`src/rtl/mult_pipe_pkg.sv`:
```
// rtl/mult_pipe_pkg.sv - shared widths, config check and saturation limits for mult_pipe_hs
package mult_pipe_pkg;

  // Limits are built wide and then cut down to the width the caller needs.
  localparam int LIM_W = 128;

  // Width of the exact product of two operands.
  function automatic int prod_w(input int wa, input int wb);
    return wa + wb;
  endfunction

  // The selected result window must lie inside the full product.
  function automatic bit scale_fits(input int pw, input int ow, input int sh);
    return (ow >= 1) && (sh >= 0) && (ow + sh <= pw);
  endfunction

  // Largest value representable in ow bits (signed or unsigned).
  function automatic logic [LIM_W-1:0] sat_max(input int ow, input bit is_signed);
    return is_signed ? (LIM_W'(1) << (ow - 1)) - LIM_W'(1)
                     : (LIM_W'(1) << ow) - LIM_W'(1);
  endfunction

  // Smallest value representable in ow bits, two's complement in LIM_W bits.
  function automatic logic [LIM_W-1:0] sat_min(input int ow, input bit is_signed);
    return is_signed ? ~((LIM_W'(1) << (ow - 1)) - LIM_W'(1)) : '0;
  endfunction

endpackage

```
`src/rtl/mult_round_sat.sv`:
```
// rtl/mult_round_sat.sv - round-half-up, shift and clamp of one full product
module mult_round_sat
  import mult_pipe_pkg::*;
#(
  parameter int PROD_W = 40,
  parameter int OUT_W  = 40,
  parameter int SHIFT  = 0
) (
  input  logic [PROD_W-1:0] prod_i,
  input  logic              signed_i,
  output logic [OUT_W-1:0]  result_o,
  output logic              sat_o
);

  // Two spare bits: one for the sign of unsigned products, one for the rounding carry.
  localparam int XW = PROD_W + 2;
  localparam logic signed [XW-1:0] RND  = (XW'(1) << SHIFT) >> 1;
  localparam logic signed [XW-1:0] SMAX = XW'(sat_max(OUT_W, 1'b1));
  localparam logic signed [XW-1:0] UMAX = XW'(sat_max(OUT_W, 1'b0));
  localparam logic signed [XW-1:0] SMIN = XW'(sat_min(OUT_W, 1'b1));

  logic signed [XW-1:0] ext;
  logic signed [XW-1:0] rnd;
  logic signed [XW-1:0] shd;
  logic signed [XW-1:0] hi;
  logic signed [XW-1:0] lo;

  // Extend, add half an LSB of the result, shift down, then clamp to the output range.
  always_comb begin
    ext      = {{2{signed_i & prod_i[PROD_W-1]}}, prod_i};
    rnd      = ext + RND;
    shd      = rnd >>> SHIFT;
    hi       = signed_i ? SMAX : UMAX;
    lo       = signed_i ? SMIN : '0;
    result_o = shd[OUT_W-1:0];
    sat_o    = 1'b0;
    if (shd > hi) begin
      result_o = hi[OUT_W-1:0];
      sat_o    = 1'b1;
    end else if (shd < lo) begin
      result_o = lo[OUT_W-1:0];
      sat_o    = 1'b1;
    end
  end

endmodule

```
`src/rtl/mult_pipe_hs.sv`:
```
// rtl/mult_pipe_hs.sv - pipelined handshake multiplier with tag sideband; MULT_ROUND_SAT_EN adds round/saturate stage
module mult_pipe_hs
  import mult_pipe_pkg::*;
#(
  parameter int WIDTH_A  = 8,
  parameter int WIDTH_B  = 32,
  parameter int OUT_W    = 40,
  parameter int SHIFT    = 0,
  parameter int PIPELINE = 4,
  parameter int TAG_W    = 4
) (
  input  logic               clock,
  input  logic               aclr,
  input  logic               signed_en,
  input  logic               in_valid,
  output logic               in_ready,
  input  logic [WIDTH_A-1:0] dataa,
  input  logic [WIDTH_B-1:0] datab,
  input  logic [TAG_W-1:0]   in_tag,
  output logic               out_valid,
  input  logic               out_ready,
  output logic [OUT_W-1:0]   result,
  output logic [TAG_W-1:0]   out_tag,
  output logic               sat
);

  localparam int PW     = prod_w(WIDTH_A, WIDTH_B);
  localparam bit CFG_OK = scale_fits(PW, OUT_W, SHIFT) && (PIPELINE >= 1);

  if (!CFG_OK) begin : g_cfg_err
    $error("mult_pipe_hs: OUT_W+SHIFT must fit the product and PIPELINE must be >= 1");
  end

  logic               stall;
  logic               adv;
  logic               v_q;
  logic               se_q;
  logic [WIDTH_A-1:0] a_q;
  logic [WIDTH_B-1:0] b_q;
  logic [TAG_W-1:0]   t_q;
  logic [PW-1:0]      ext_a;
  logic [PW-1:0]      ext_b;
  logic [PW-1:0]      prod_d;
  logic [PW-1:0]      p_q  [PIPELINE];
  logic               pv_q [PIPELINE];
  logic [TAG_W-1:0]   pt_q [PIPELINE];

  // A held output beat freezes the whole pipe; bubbles are never squeezed out.
  assign stall    = out_valid & ~out_ready;
  assign adv      = ~stall;
  assign in_ready = ~stall;

  // Operand register: captures the accepted beat, or a bubble when in_valid is low.
  always_ff @(posedge clock or posedge aclr) begin
    if (aclr) begin
      v_q  <= 1'b0;
      se_q <= 1'b0;
      a_q  <= '0;
      b_q  <= '0;
      t_q  <= '0;
    end else if (adv) begin
      v_q <= in_valid;
      if (in_valid) begin
        se_q <= signed_en;
        a_q  <= dataa;
        b_q  <= datab;
        t_q  <= in_tag;
      end
    end
  end

  // Extending both operands to the full product width makes the low PW bits exact.
  always_comb begin
    ext_a  = {{(PW - WIDTH_A){se_q & a_q[WIDTH_A-1]}}, a_q};
    ext_b  = {{(PW - WIDTH_B){se_q & b_q[WIDTH_B-1]}}, b_q};
    prod_d = ext_a * ext_b;
  end

  // Product/valid/tag shift registers, advancing together.
  always_ff @(posedge clock or posedge aclr) begin
    if (aclr) begin
      for (int i = 0; i < PIPELINE; i++) begin
        p_q[i]  <= '0;
        pv_q[i] <= 1'b0;
        pt_q[i] <= '0;
      end
    end else if (adv) begin
      p_q[0]  <= prod_d;
      pv_q[0] <= v_q;
      pt_q[0] <= t_q;
      for (int i = 1; i < PIPELINE; i++) begin
        p_q[i]  <= p_q[i-1];
        pv_q[i] <= pv_q[i-1];
        pt_q[i] <= pt_q[i-1];
      end
    end
  end

`ifdef MULT_ROUND_SAT_EN
  logic             ps_q [PIPELINE];
  logic [OUT_W-1:0] rs_d;
  logic             sat_d;
  logic [OUT_W-1:0] r_q;
  logic             sat_q;
  logic             ov_q;
  logic [TAG_W-1:0] ot_q;

  // Signedness rides with its product so the clamp range matches the beat.
  always_ff @(posedge clock or posedge aclr) begin
    if (aclr) begin
      for (int i = 0; i < PIPELINE; i++) ps_q[i] <= 1'b0;
    end else if (adv) begin
      ps_q[0] <= se_q;
      for (int i = 1; i < PIPELINE; i++) ps_q[i] <= ps_q[i-1];
    end
  end

  mult_round_sat #(
    .PROD_W (PW),
    .OUT_W  (OUT_W),
    .SHIFT  (SHIFT)
  ) u_round_sat (
    .prod_i   (p_q[PIPELINE-1]),
    .signed_i (ps_q[PIPELINE-1]),
    .result_o (rs_d),
    .sat_o    (sat_d)
  );

  // Extra output stage registering the rounded and clamped result.
  always_ff @(posedge clock or posedge aclr) begin
    if (aclr) begin
      ov_q  <= 1'b0;
      r_q   <= '0;
      sat_q <= 1'b0;
      ot_q  <= '0;
    end else if (adv) begin
      ov_q  <= pv_q[PIPELINE-1];
      r_q   <= rs_d;
      sat_q <= sat_d;
      ot_q  <= pt_q[PIPELINE-1];
    end
  end

  assign out_valid = ov_q;
  assign result    = r_q;
  assign out_tag   = ot_q;
  assign sat       = sat_q;
`else
  assign out_valid = pv_q[PIPELINE-1];
  assign result    = OUT_W'(p_q[PIPELINE-1] >> SHIFT);
  assign out_tag   = pt_q[PIPELINE-1];
  assign sat       = 1'b0;
`endif

endmodule

```
`config.mk`:
```
export PLATFORM = sky130hd
export DESIGN_NAME = mult_pipe_hs
export DESIGN_NICKNAME = d
export VERILOG_FILES = /design/src/rtl/mult_pipe_pkg.sv /design/src/rtl/mult_round_sat.sv /design/src/rtl/mult_pipe_hs.sv
export SDC_FILE = /design/constraint.sdc
export NUM_CORES = 1
export LEC_CHECK = 0
export BUFFER_PORTS_ARGS = -buffer_cell sky130_fd_sc_hd__buf_2
export CORE_ASPECT_RATIO = 1.2
export CORE_MARGIN = 2
export CORE_UTILIZATION = 55
export DETAILED_ROUTE_END_ITERATION = 10
export HOLD_SLACK_MARGIN = 0.15
export PLACE_DENSITY_LB_ADDON = 0.12
export SYNTH_ARGS = -nofsm -noshare
export SYNTH_HDL_FRONTEND = slang
export SYNTH_SLANG_ARGS = --single-unit
```
`constraint.sdc`:
```
create_clock -name clock -period 7.5 [get_ports clock]
set_clock_uncertainty 0.2 [all_clocks]
set_input_delay 0.75 -clock clock [delete_from_list [all_inputs] [get_ports clock]]
set_output_delay 0.75 -clock clock [all_outputs]
set_load 0.05 [all_outputs]
```
==> impl_metrics.csv <==
group,metric,value,unit
floorplan,core-area,32250,um^2
clock_tree,clkTransAtPathRegs,0.06,ns
clock_tree,cts-root-buf,"clkbuf_16",
logic_synthesis,avgSynthCellArea,9.448,um^2
logic_synthesis,ys_seq_elements,226,
sta,slew_headroom,30.88,%
setup_path,critical_path_class,"reg2reg",
setup_path,cp-end-kind,"flip-flop",
run_status,status,"finished clean",
finish,fin_nets,2244,
setup_path,crit_chain,"nand2_1 -> or2_2 -> fa_1 -> fa_1 -> inv_1 -> fa_1 -> fa_1 -> inv_1 -> fa_1 -> inv_1 -> ha_1 -> a21oi_2 -> nor2b_1 -> o41a_1 -> o21ai_2 -> o2111a_2 -> o21bai_2 -> a221oi_4 -> o21ai_2 -> a211o_1",
sta,timing.final.ws_setup,1.374,ns
logic_synthesis,yosysMostFrequentCell,"nand2_1",
setup_path,crit_required,7.72,ns
routing,route.detailed.drc,0,
floorplan,rows,72,
floorplan,start_util,55.78,%
global_routing,gr-total-overflow,0,
routing,viasPerCell,5.200,
sta,finalSetupViolations,0,
logic_synthesis,ys_top_cells_by_area,"dfrtp_1 (31%), fa_1 (26%), nand2_1 (12%)",
routing,dr.pass1.iters,5,
clock_tree,htreeDepth,1,
clock_tree,cts_made_buffers,25,
logic_synthesis,synth_edf_count,0,
floorplan,die_w,169.1,um
sta,slew_viol_final,0,
finish,final_area,19160,um^2
logic_synthesis,ys_warn_count,0,
logic_synthesis,synth_area_leader_cell,"dfrtp_1",
routing,drtIter0Drc,754,
setup_path,start_kind,"flip-flop",
logic_synthesis,synth_top_area_share,31.44,%
finish,antenna_cells,0,
setup_path,startpoint,"se_q",
sta,min_period,6.126,ns
clock_tree,cts_tree,"done",
logic_synthesis,synthFlopType,"dfrtp_1",
placed_design,dpl_cell_area,18350,um^2
sta,rsz0062_at_grt,"no",
floorplan,die_h,202.1,um
sta,finalCritPeriodShare,81.68,%
sta,tns,0,ns
logic_synthesis,synthCells,1904,
global_routing,grt_antenna_before_repair,0,
logic_synthesis,yosysUniqueCellTypes,56,
finish,syn2layout_area_growth,6.517,%
job,max-cap-violations,0,
global_routing,grt_max_degree,110,
sta,fmax,0.1632,GHz
routing,post_drt_wl_per_cell,15.41,um
global_routing,grt_use_total,22.02,%
placed_design,post-place-ws,1.351,ns
floorplan,die_area,34180,um^2
setup_path,max_stage_delay,0.55,ns
setup_path,critPathMaxFanout,10,
sta,tightest_slew,1.037,ns
worst_hold_path,hp-class,"in2async",
clock_tree,post-cts-setup-buffer-count,0,
setup_path,crit_path_frequent_cell,"fa_1",
finish,drive_above_1_share,11.21,%
clock_tree,clock-sinks,226,
placed_design,place.gp.congestion,0.8509,
placed_design,port_buffers,94,
global_routing,grt_pass1_vias,12330,
clock_tree,clkLatencyLatePin,0.53,ns
sta,hold_viol_final,0,
routing,wl,35560,um
routing,ant_nets,0,
routing,vias,12000,
clock_tree,hold_buffers,0,
placed_design,hpwl,26060,um
logic_synthesis,synth_common_cells,"nand2_1 (572), fa_1 (231), dfrtp_1 (226), and2_1 (155), inv_1 (148)",
logic_synthesis,synth_area,17990,um^2
logic_synthesis,seq_area_frac_synth,31.44,%
clock_tree,cts_max_path_buffers,3,
logic_synthesis,syn-num-nets,2265,
setup_path,crit_slowest_cell,"dfrtp_1",
setup_path,crit_arrival,6.34,ns
floorplan,io_pins,96,
logic_synthesis,async_flop_share,100.0,%
global_routing,grt_pass1_wl,61690,um
clock_tree,cts_resized,0,
setup_path,r2r-start,"se_q",
per-layer routing:
metal	share of wire, %	vias up	track usage, %
met1	48	5932	32.56
met5	0	-	0
li1	-	5777	-
met4	2.0	0	5.678
met2	46	234	34.92
met3	3.8	53	2.722
cell usage in the layout, fill, tap and decap left out, types with 4 or more instances in the layout:
cell type / instances
or2_2: 4
mux2_2: 45
inv_1: 147
buf_2: 94
ha_1: 81
and2_1: 155
nor2_1: 63
o21bai_1: 5
and3_1: 8
fa_1: 231
a31oi_1: 4
clkbuf_16: 25
xnor2_1: 23
nand2_1: 571
nor2b_1: 8
nor3_1: 7
a21o_1: 12
buf_4: 15
a21oi_1: 50
dfrtp_1: 226
clkbuf_8: 6
o21ai_0: 27
xor2_1: 14
clkinv_2: 5
nand3_1: 14
nand2b_1: 4
sequential cells by signal (all words and copies together) (netlist names):
name	cells
pv_q	3
out_tag	4
a_q	8
t_q	4
out_valid	1
v_q	1
b_q	32
se_q	1
p_q	120
pt_q	12
result	40
cells by family after synthesis:
kind of cell	synth area share, %
AO/OA/AOI/OAI	4.757
multiplexers	2.872
AND/OR/NAND/NOR	20.45
other	0.02085
XOR/XNOR	1.801
flip-flops	31.44
adder cells (fa/ha/maj)	31.34
buffers and inverters	7.324
final timing paths:
check / end / slack (ns) / cells past startpoint
worst max-delay path: p_q[158] / 1.37 / 20
worst min-delay path: result[34] / 0.19 / 2
worst max register to register: p_q[158] / 1.37 / 20
worst min register to register: pv_q[1] / 0.26 / 2
max in group asynchronous: b_q[9] / 5.54 / 3
min in group clock: b_q[16] / 0.25 / 2
final cells by class:
type | instances | area, um^2
clock buffer | 33 | 715.7
tap | 407 | 509.2
clock inverter | 11 | 100.1
timing repair buffer | 109 | 583.1
fill | 2845 | 13090
inverter | 149 | 571.8
sequential | 226 | 5655
multi-input combinational | 1372 | 11030
worst max-delay path: cells and delay by family, from the launching register on:
| family | cells | cell delay, ns |
|---|---|---|
| adders and majority gates | 6 | 2.73 |
| AOI/OAI and AO/OA | 8 | 1.88 |
| DFF | 1 | 0.55 |
| and+or+nand+nor | 3 | 0.49 |
| buffers and inverters | 3 | 0.14 |
through the flow:
stage	utilization [%]	hold slack, ns	std cells
floorplan	-	0.2300	1904
global placement	56.89	0.2443	2263
detailed placement	56.89	0.2490	2263
CTS	59.42	0.2113	2307
global route	59.42	0.2264	2307
finish	59.42	0.1908	2307
Power is not shown: default switching activity piles up to over one toggle a cycle in this logic, so the estimate is an artifact.
